--- src/rtl/calc_disp_pkg.sv ---
// Shared display constants for the calculator's 7-segment output path.
// All segment and anode encodings are active-low.
package calc_disp_pkg;

    localparam logic [6:0] SEG_BLANK = 7'b1111111;
    localparam logic [6:0] SEG_DASH  = 7'b0111111;

    // Bit order within each pattern is {g,f,e,d,c,b,a}; entry 0 is the rightmost element.
    localparam logic [9:0][6:0] SEG_DIGITS = {
        7'b0010000,  // 9
        7'b0000000,  // 8
        7'b1111000,  // 7
        7'b0000010,  // 6
        7'b0010010,  // 5
        7'b0011001,  // 4
        7'b0110000,  // 3
        7'b0100100,  // 2
        7'b1111001,  // 1
        7'b1000000   // 0
    };

    localparam logic [3:0]      ANODE_OFF  = 4'b1111;
    localparam logic [3:0][3:0] ANODE_SLOT = {4'b1110, 4'b1101, 4'b1011, 4'b0111};

    typedef enum logic [1:0] {
        SLOT_D1 = 2'd0,
        SLOT_D2 = 2'd1,
        SLOT_D3 = 2'd2,
        SLOT_D4 = 2'd3
    } slot_t;

endpackage

--- src/rtl/bcd_to_seg.sv ---
// Combinational BCD to active-low 7-segment decoder.
// Non-decimal codes 10-15 produce a dark digit.
module bcd_to_seg
    import calc_disp_pkg::*;
(
    input  logic [3:0] bcd,
    output logic [6:0] seg
);

    always_comb begin
        seg = SEG_BLANK;
        if (bcd <= 4'd9) begin
            seg = SEG_DIGITS[bcd];
        end
    end

endmodule

--- src/rtl/seven_seg_scanner.sv ---
// Four-digit multiplexed 7-segment scanner with leading-zero blanking and a
// one-shot frame_done handshake after the first complete scan of each load.
module seven_seg_scanner
    import calc_disp_pkg::*;
#(
    parameter int REFRESH_DIV   = 100000,
    parameter bit BLANK_LEADING = 1'b1
) (
    input  logic       clk,
    input  logic       reset,
    input  logic       load,
    input  logic [3:0] digit1,
    input  logic [3:0] digit2,
    input  logic [3:0] digit3,
    input  logic [3:0] digit4,
    input  logic       err,
    output logic [3:0] anode,
    output logic [6:0] seg,
    output logic       dp,
    output logic       frame_done
);

    localparam int PW = (REFRESH_DIV > 2) ? $clog2(REFRESH_DIV) : 1;
    localparam logic [PW-1:0] PRESC_LAST = PW'(REFRESH_DIV - 1);

    logic [3:0]    hold1_p0, hold2_p0, hold3_p0, hold4_p0;
    logic          err_p0;
    logic [PW-1:0] prescaler;
    slot_t         slot;
    logic          pending;
    logic          tick;

    logic [3:0]    digit_sel;
    logic          lead_zero;
    logic          blank;
    logic [6:0]    seg_dec;
    logic [3:0]    anode_nxt;
    logic [6:0]    seg_nxt;

    logic [3:0]    anode_p1;
    logic [6:0]    seg_p1;
    logic          frame_done_p1;

    assign tick = (prescaler == PRESC_LAST);

    // Stage p0: capture, prescaler and slot sequencing
    always_ff @(posedge clk or negedge reset) begin
        if (!reset) begin
            hold1_p0  <= '0;
            hold2_p0  <= '0;
            hold3_p0  <= '0;
            hold4_p0  <= '0;
            err_p0    <= 1'b0;
            prescaler <= '0;
            slot      <= SLOT_D1;
            pending   <= 1'b0;
        end else if (load) begin
            hold1_p0  <= digit1;
            hold2_p0  <= digit2;
            hold3_p0  <= digit3;
            hold4_p0  <= digit4;
            err_p0    <= err;
            prescaler <= '0;
            slot      <= SLOT_D1;
            pending   <= 1'b1;
        end else if (tick) begin
            prescaler <= '0;
            slot      <= slot_t'(slot + 2'd1);
            if (slot == SLOT_D4) begin
                pending <= 1'b0;
            end
        end else begin
            prescaler <= prescaler + PW'(1);
        end
    end

    always_comb begin
        digit_sel = hold4_p0;
        lead_zero = 1'b0;
        unique case (slot)
            SLOT_D1: begin
                digit_sel = hold1_p0;
                lead_zero = (hold1_p0 == 4'd0);
            end
            SLOT_D2: begin
                digit_sel = hold2_p0;
                lead_zero = (hold1_p0 == 4'd0) && (hold2_p0 == 4'd0);
            end
            SLOT_D3: begin
                digit_sel = hold3_p0;
                lead_zero = (hold1_p0 == 4'd0) && (hold2_p0 == 4'd0) && (hold3_p0 == 4'd0);
            end
            SLOT_D4: begin
                digit_sel = hold4_p0;
                lead_zero = 1'b0;
            end
            default: ;
        endcase
    end

    bcd_to_seg u_dec (
        .bcd (digit_sel),
        .seg (seg_dec)
    );

    // The error dash overrides blanking so every position shows a dash.
    always_comb begin
        blank     = BLANK_LEADING && !err_p0 && lead_zero;
        anode_nxt = blank ? ANODE_OFF : ANODE_SLOT[slot];
        seg_nxt   = seg_dec;
        if (err_p0) begin
            seg_nxt = SEG_DASH;
        end else if (blank) begin
            seg_nxt = SEG_BLANK;
        end
    end

    // Stage p1: registered display drive and handshake pulse
    always_ff @(posedge clk or negedge reset) begin
        if (!reset) begin
            anode_p1      <= ANODE_OFF;
            seg_p1        <= SEG_BLANK;
            frame_done_p1 <= 1'b0;
        end else begin
            anode_p1      <= anode_nxt;
            seg_p1        <= seg_nxt;
            frame_done_p1 <= tick && !load && pending && (slot == SLOT_D4);
        end
    end

    assign anode      = anode_p1;
    assign seg        = seg_p1;
    assign dp         = 1'b1;
    assign frame_done = frame_done_p1;

endmodule
--- config.mk ---
export PLATFORM = sky130hd
export DESIGN_NAME = seven_seg_scanner
export DESIGN_NICKNAME = d
export VERILOG_FILES = /design/src/rtl/calc_disp_pkg.sv /design/src/rtl/bcd_to_seg.sv /design/src/rtl/seven_seg_scanner.sv
export SDC_FILE = /design/constraint.sdc
export NUM_CORES = 1
export LEC_CHECK = 0
export ABC_AREA = 1
export CAP_MARGIN = 40
export CORE_MARGIN = 5
export CORE_UTILIZATION = 50
export DETAILED_ROUTE_END_ITERATION = 16
export GPL_TIMING_DRIVEN = 0
export PLACE_DENSITY = 0.73
export SLEW_MARGIN = 20
export SYNTH_ARGS = -nofsm -noshare
export SYNTH_HDL_FRONTEND = slang
export SYNTH_HIERARCHICAL = 1
export SYNTH_SLANG_ARGS = --single-unit
--- constraint.sdc ---
create_clock -name clk -period 2 [get_ports clk]
set_input_delay 0.6 -clock clk [delete_from_list [all_inputs] [get_ports clk]]
set_output_delay 0.6 -clock clk [all_outputs]
set_load 0.01 [all_outputs]
### Word level (Yosys, flattened, before mapping)

Memories as Yosys holds them, arrays and structs flattened.
Cells that the tools add are included.

* logic and storage cells: 52
* output and inout bits: 13
* ROM bits: 112
* memories kept: 1
* input port bits: 20
* flip-flop bits (word level): 49

* order comparisons: 3
* $add $sub $neg: 2
* reduce and logical (&&, ||, !) cells: 15
* equality and inequality tests: 4
* multiplexer cells: 16

Memory list
* (name not given): depth 16, bits a word 7, read ports 1, clocked after Yosys merged registers in 0, write ports 0, RTL line bcd_to_seg.sv:13 `seg = SEG_DIGITS[bcd];`

Operators by type and width (count)
* $mux W17: 2
* $mux W7: 4
* $add A17 B1 Y17 const B: 1
* $eq A17 B17 Y1 const B: 1
* $pmux W4 S4: 1
* $logic_not A4 Y1: 3
* $bmux W4 S2: 1
* $mux W4: 2
* $logic_and A1 B1 Y1: 6
* $lt A4 B5 Y1 const B: 1
* $eq A2 B2 Y1 const B: 2
* $le A4 B4 Y1 const B: 1
* $mux W2: 2
* $pmux W1 S4: 1
* $reduce_bool A2 Y1: 2
* $lt A2 B3 Y1 const B: 1
* $mux W1: 3
* $add A2 B1 Y2 const B: 1
* $eq A2 B1 Y1 const B: 1
* $logic_not A1 Y1: 2
* $logic_not A2 Y1: 1
* $reduce_and A2 Y1: 1

### Logic depth before layout (Yosys ltp)

* word-level depth: 7
* mapped depth: 13
* mapped depth without buffers: 13

### Hierarchy

The synthesis kept the hierarchy.

By module, submodules not included
* seven_seg_scanner: cells each 280, sequential area each 1239.9 µm², instances 1, area each 2431.1 µm²
* bcd_to_seg: cells each 31, sequential area each 0.0 µm², instances 1, area each 196.4 µm²

### Worst setup path after synthesis

Ideal clock, no wire load.

* kind: register to register
* start: register slot[0]
* end: register seg_p1[6], in the netlist seg[6]
* path buffers: 0
* data arrival time: 2.046 ns
* cell stages (with the launch flop): 14
* setup time: 0.073 ns
* data required time: 1.927 ns
* period minus slack after synthesis: 2.119 ns
* slack: -0.119 ns
* cells stage by stage: dfrtp_1 -> inv_1 -> ha_1 -> inv_1 -> o22ai_1 -> a21oi_1 -> o21ai_0 -> inv_1 -> ha_1 -> nand2_2 -> nand3_4 -> o21ai_2 -> inv_1 -> a21oi_1

* cells in the longest elaborated chain, start to end: 7
* elaborated cells on any way between the ends: 13
* those cells by class: order compare: 1; eq/ne: 3; mux: 6; reduce/logical: 2; memory: 1

RTL lines
* start, declared: RTL line seven_seg_scanner.sv:29 `slot_t slot;`
* start signal, assigned: RTL line seven_seg_scanner.sv:68 `slot <= slot_t'(slot + 2'd1);`
* $eq A2 B2 Y1 (tied with other cells): RTL line seven_seg_scanner.sv:80 `unique case (slot)`
* $pmux W4 S4 *: RTL line seven_seg_scanner.sv:80
* via digit_sel[0]: RTL line seven_seg_scanner.sv:33 `logic [3:0] digit_sel;`
* $mem_v2 Z16 W7
* $mux W7 (not written as such): RTL line bcd_to_seg.sv:13
* $mux W7 *: RTL line bcd_to_seg.sv:12 `if (bcd <= 4'd9) begin`
* via seg_dec[6]: RTL line seven_seg_scanner.sv:36 `logic [6:0] seg_dec;`
* $mux W7 *: RTL line seven_seg_scanner.sv:113 `end else if (blank) begin`
* $mux W7 *: RTL line seven_seg_scanner.sv:111 `if (err_p0) begin`
* via seg_nxt[6]: RTL line seven_seg_scanner.sv:38 `logic [6:0] seg_nxt;`
* end signal, assigned: RTL line seven_seg_scanner.sv:126 `seg_p1 <= seg_nxt;`
* end, declared: RTL line seven_seg_scanner.sv:41 `logic [6:0] seg_p1;`

Mark *: on every way through the listed nets, which the timed path passes. The rest lies on a longest branch. The select of a mux whose other input is x is not followed.
A chain may end at the register's enable or synchronous reset.

### Final worst setup path

* start: register seg_p1[2], in the netlist seg[2]
* end: output port seg[2]

RTL lines
* end, declared: RTL line seven_seg_scanner.sv:18 `output logic [6:0] seg,`

No word-level cell between the ends.

==> metrics.txt <==
clock buffer depth=2; Starting Density=51.4%; Final Cycle Share=a little over nine tenths; fraction of layout cells with a size suffix above 1=about a quarter; Synth Area in Adders=under 10%; clk_lat worst skew=roughly 0.30 ns; DIE WIDTH=just over 80 um; slowest stage cell, crit path=dfstp_2; CORE AREA=slightly above 5000 um^2; max-cap check violation count=0; DRT iter0 DRCs=77; XOR/XNOR share of the synthesized area=1.33%; Synth Register Bits=between 40 and 50; Period minus WS final=roughly 2 ns; peak supply drop=between 0.3 and 0.4 mV; Clock transition at path regs=roughly 0.10 ns; # IOs=33; Post-Layout Cell Count=between 400 and 500; Cell Count Post-Placement=approximately 410; CTS Hold Bufs=0; most common cell after layout, fill and taps aside=nand2_1; Die Span Y=between 80 and 90 um; Crit path largest cell delay=about 0.53 ns; Sw Pwr=0.538 mW; internal power=between 1 and 1.5 mW; largest net degree at the start of global routing=32; fmax=a little over 500 MHz; CP endpoint kind=output pin; Setup Skew=~0.013 ns; most frequent cells in the layout=66 x nand2_1, 36 x dfrtp_1, 33 x inv_1, 33 x nor2_1, 26 x clkdlybuf4s50_1; Crit Path Category=reg -> out; initial antenna violation count=0; register share of total power=54.2%; CTS tree=done; Post-synth ARST share=100%; crit path to=seg[2]; global-route usage over all layers=approximately 17%; endpoints failing hold=0; reg2reg start=slot[0]; dominant synthesized flop cell=dfrtp_1; Crit path depth=1; WL/cell=approximately 13 um; final setup violation count=0; Residual DRC=0; first-pass GRT wire length=approximately 8.8 mm; Comb power frac=about 17%; Mapped Cells=roughly 310; Switching Share=26.7%; net count after synthesis=~340; H-tree levels=2; Routed WL=5.51 mm; LEAKAGE=roughly 1.4 nW; Clk pwr share=between 20% and 30%; Vias/cell=roughly 5.0; post-synthesis cell type count=32; PwrDens=roughly 610 nW/um^2; Hold WC Path Type=in -> async; Cell Chain, Critical Path=clkdlybuf4s50_1; EDFF count, synth=0; crit path buf inv count=1; HPWL Detailed=around 3.9 mm; global route total overflow=0; synthesized area=approximately 2600 um^2; ant diodes=0; final setup TNS=0 ns; largest family of logic cells by synthesized area=simple AND/OR/NAND/NOR gates; Critical Path Start=seg[2]; CTS Root Cell=clkbuf_8; # nets final=389; Worst Path Arrival=1.37 ns; status=complete, no violations; vias=~2100; Worst EP required=between 1 and 1.5 ns; depth of the most critical reg-to-reg path=10; fin. max-slew vios=0; R2R Setup Slk=about 0.050 ns; Routed Antenna Nets=0; post-synthesis simple-gate area fraction=28.3%; reg-to-reg critical path endpoint=seg[4]; number of global-route vias before repair=roughly 2000; mux contribution to synthesized area=0%; total power=between 2 and 2.5 mW; CP Max Fanout=1; number of synthesis warnings=6; Detailed Routing Iterations Pass 1=4; RSZ-0062 raised after global routing=true; port bufs=30; Synth Area per Inst=8.45 um^2; row count=26; Die ar.=between 6000 and 7000 um^2; sequential element share of the synthesized area=a little under half; cell family with most CP delay=flip-flops; type of origin of the critical path=flop; Synth Area in Compound Gates=around 8.6%; area grow syn2layout=26.4%; total clock buffers created by CTS=5; gp weighted congestion=0.882; CTS Sinks=49
[cell usage after synthesis (2+ instances only)]
cell / count / area (um^2)
a21oi_1: 8 / 40.0
buf_4: 2 / 15.0
clkbuf_1: 3 / 11.3
dfrtp_1: 38 / 951
dfstp_2: 11 / 289
ha_1: 13 / 163
inv_1: 40 / 150
inv_2: 3 / 11.3
nand2_1: 67 / 251
nand2_2: 7 / 43.8
nand3_1: 11 / 55.1
nand3b_1: 7 / 52.6
nand4_1: 5 / 31.3
nor2_1: 33 / 124
nor2_2: 6 / 37.5
nor2_4: 2 / 22.5
nor3_1: 5 / 25.0
nor3_2: 4 / 40.0
nor3b_2: 2 / 25.0
o21ai_0: 24 / 120
o21ai_2: 3 / 26.3
o22ai_1: 4 / 25.0
xor2_1: 4 / 35.0
[state kept, by name, indices dropped and copies added, names as in the netlist, 2 cells and up]
name and cells:
prescaler 17, seg 7, anode 4, hold1_p0 4
hold2_p0 4, hold3_p0 4, hold4_p0 4, slot 2
[final cells by class]
cell class / instances / area, um^2
sequential: 49 / 1240
fill: 410 / 1790
multi-input combinational: 211 / 1300
inverter: 43 / 171
clock buffer: 7 / 76.3
timing repair buffer: 39 / 387
clock inverter: 1 / 7.51
buffer: 7 / 51.3
tap: 70 / 87.6
[power groups by stage]
stage               Sequential (mW)  Combinational [mW]  Clock (mW)
floorplan                      1.12               0.151           0
global placement               1.11               0.293           0
detailed placement             1.11               0.302           0
CTS                            1.09               0.316       0.588
global route                   1.10               0.388       0.639
finish                         1.09               0.349       0.575
[stage by stage]
step	util (%)	instance area (um^2)	worst slack, ns	hold slack [ns]
CTS	62.7	3200	0.0149	0.227
detailed placement	59.3	3030	-0.446	0.387
finish	65.0	3320	0.0309	0.221
floorplan	-	2630	-0.0303	0.304
global route	65.0	3320	-0.0407	0.244
global placement	59.0	3020	-0.999	0.389
[per-layer routing]
layer	part of all wire, %	global-route usage (%)	up-vias	routed length (um)
li1	-	-	1071	-
met1	45	20.2	1001	2470
met2	51	29.7	40	2790
met3	3.2	3.69	8	176
met4	1.4	6.05	0	79
met5	0	0	-	0
[repair_timing]
item,CTS,global route
setup endpoints to repair,7,10
setup buffers,5,3
gates cloned,0,0
resized for setup,21,27
pin swaps,2,12
[worst min path at each step]
stage,startpoint,slack (ns),to,cells past startpoint
floorplan,reset,0.30,err_p0,0
global placement,err_p0,0.39,seg[6],1
detailed placement,err_p0,0.39,seg[6],1
CTS,reset,0.23,err_p0,1
global route,reset,0.24,err_p0,1
finish,reset,0.22,err_p0,1
[kinds of logic after synthesis]
group	after synthesis
AND/OR/NAND/NOR	152
buffers and inverters	51
flip-flops	49
AO/OA/AOI/OAI	41
adder cells (fa/ha/maj)	13
XOR/XNOR	4
other	1
Note: power is estimated with default switching activity, not from simulation.
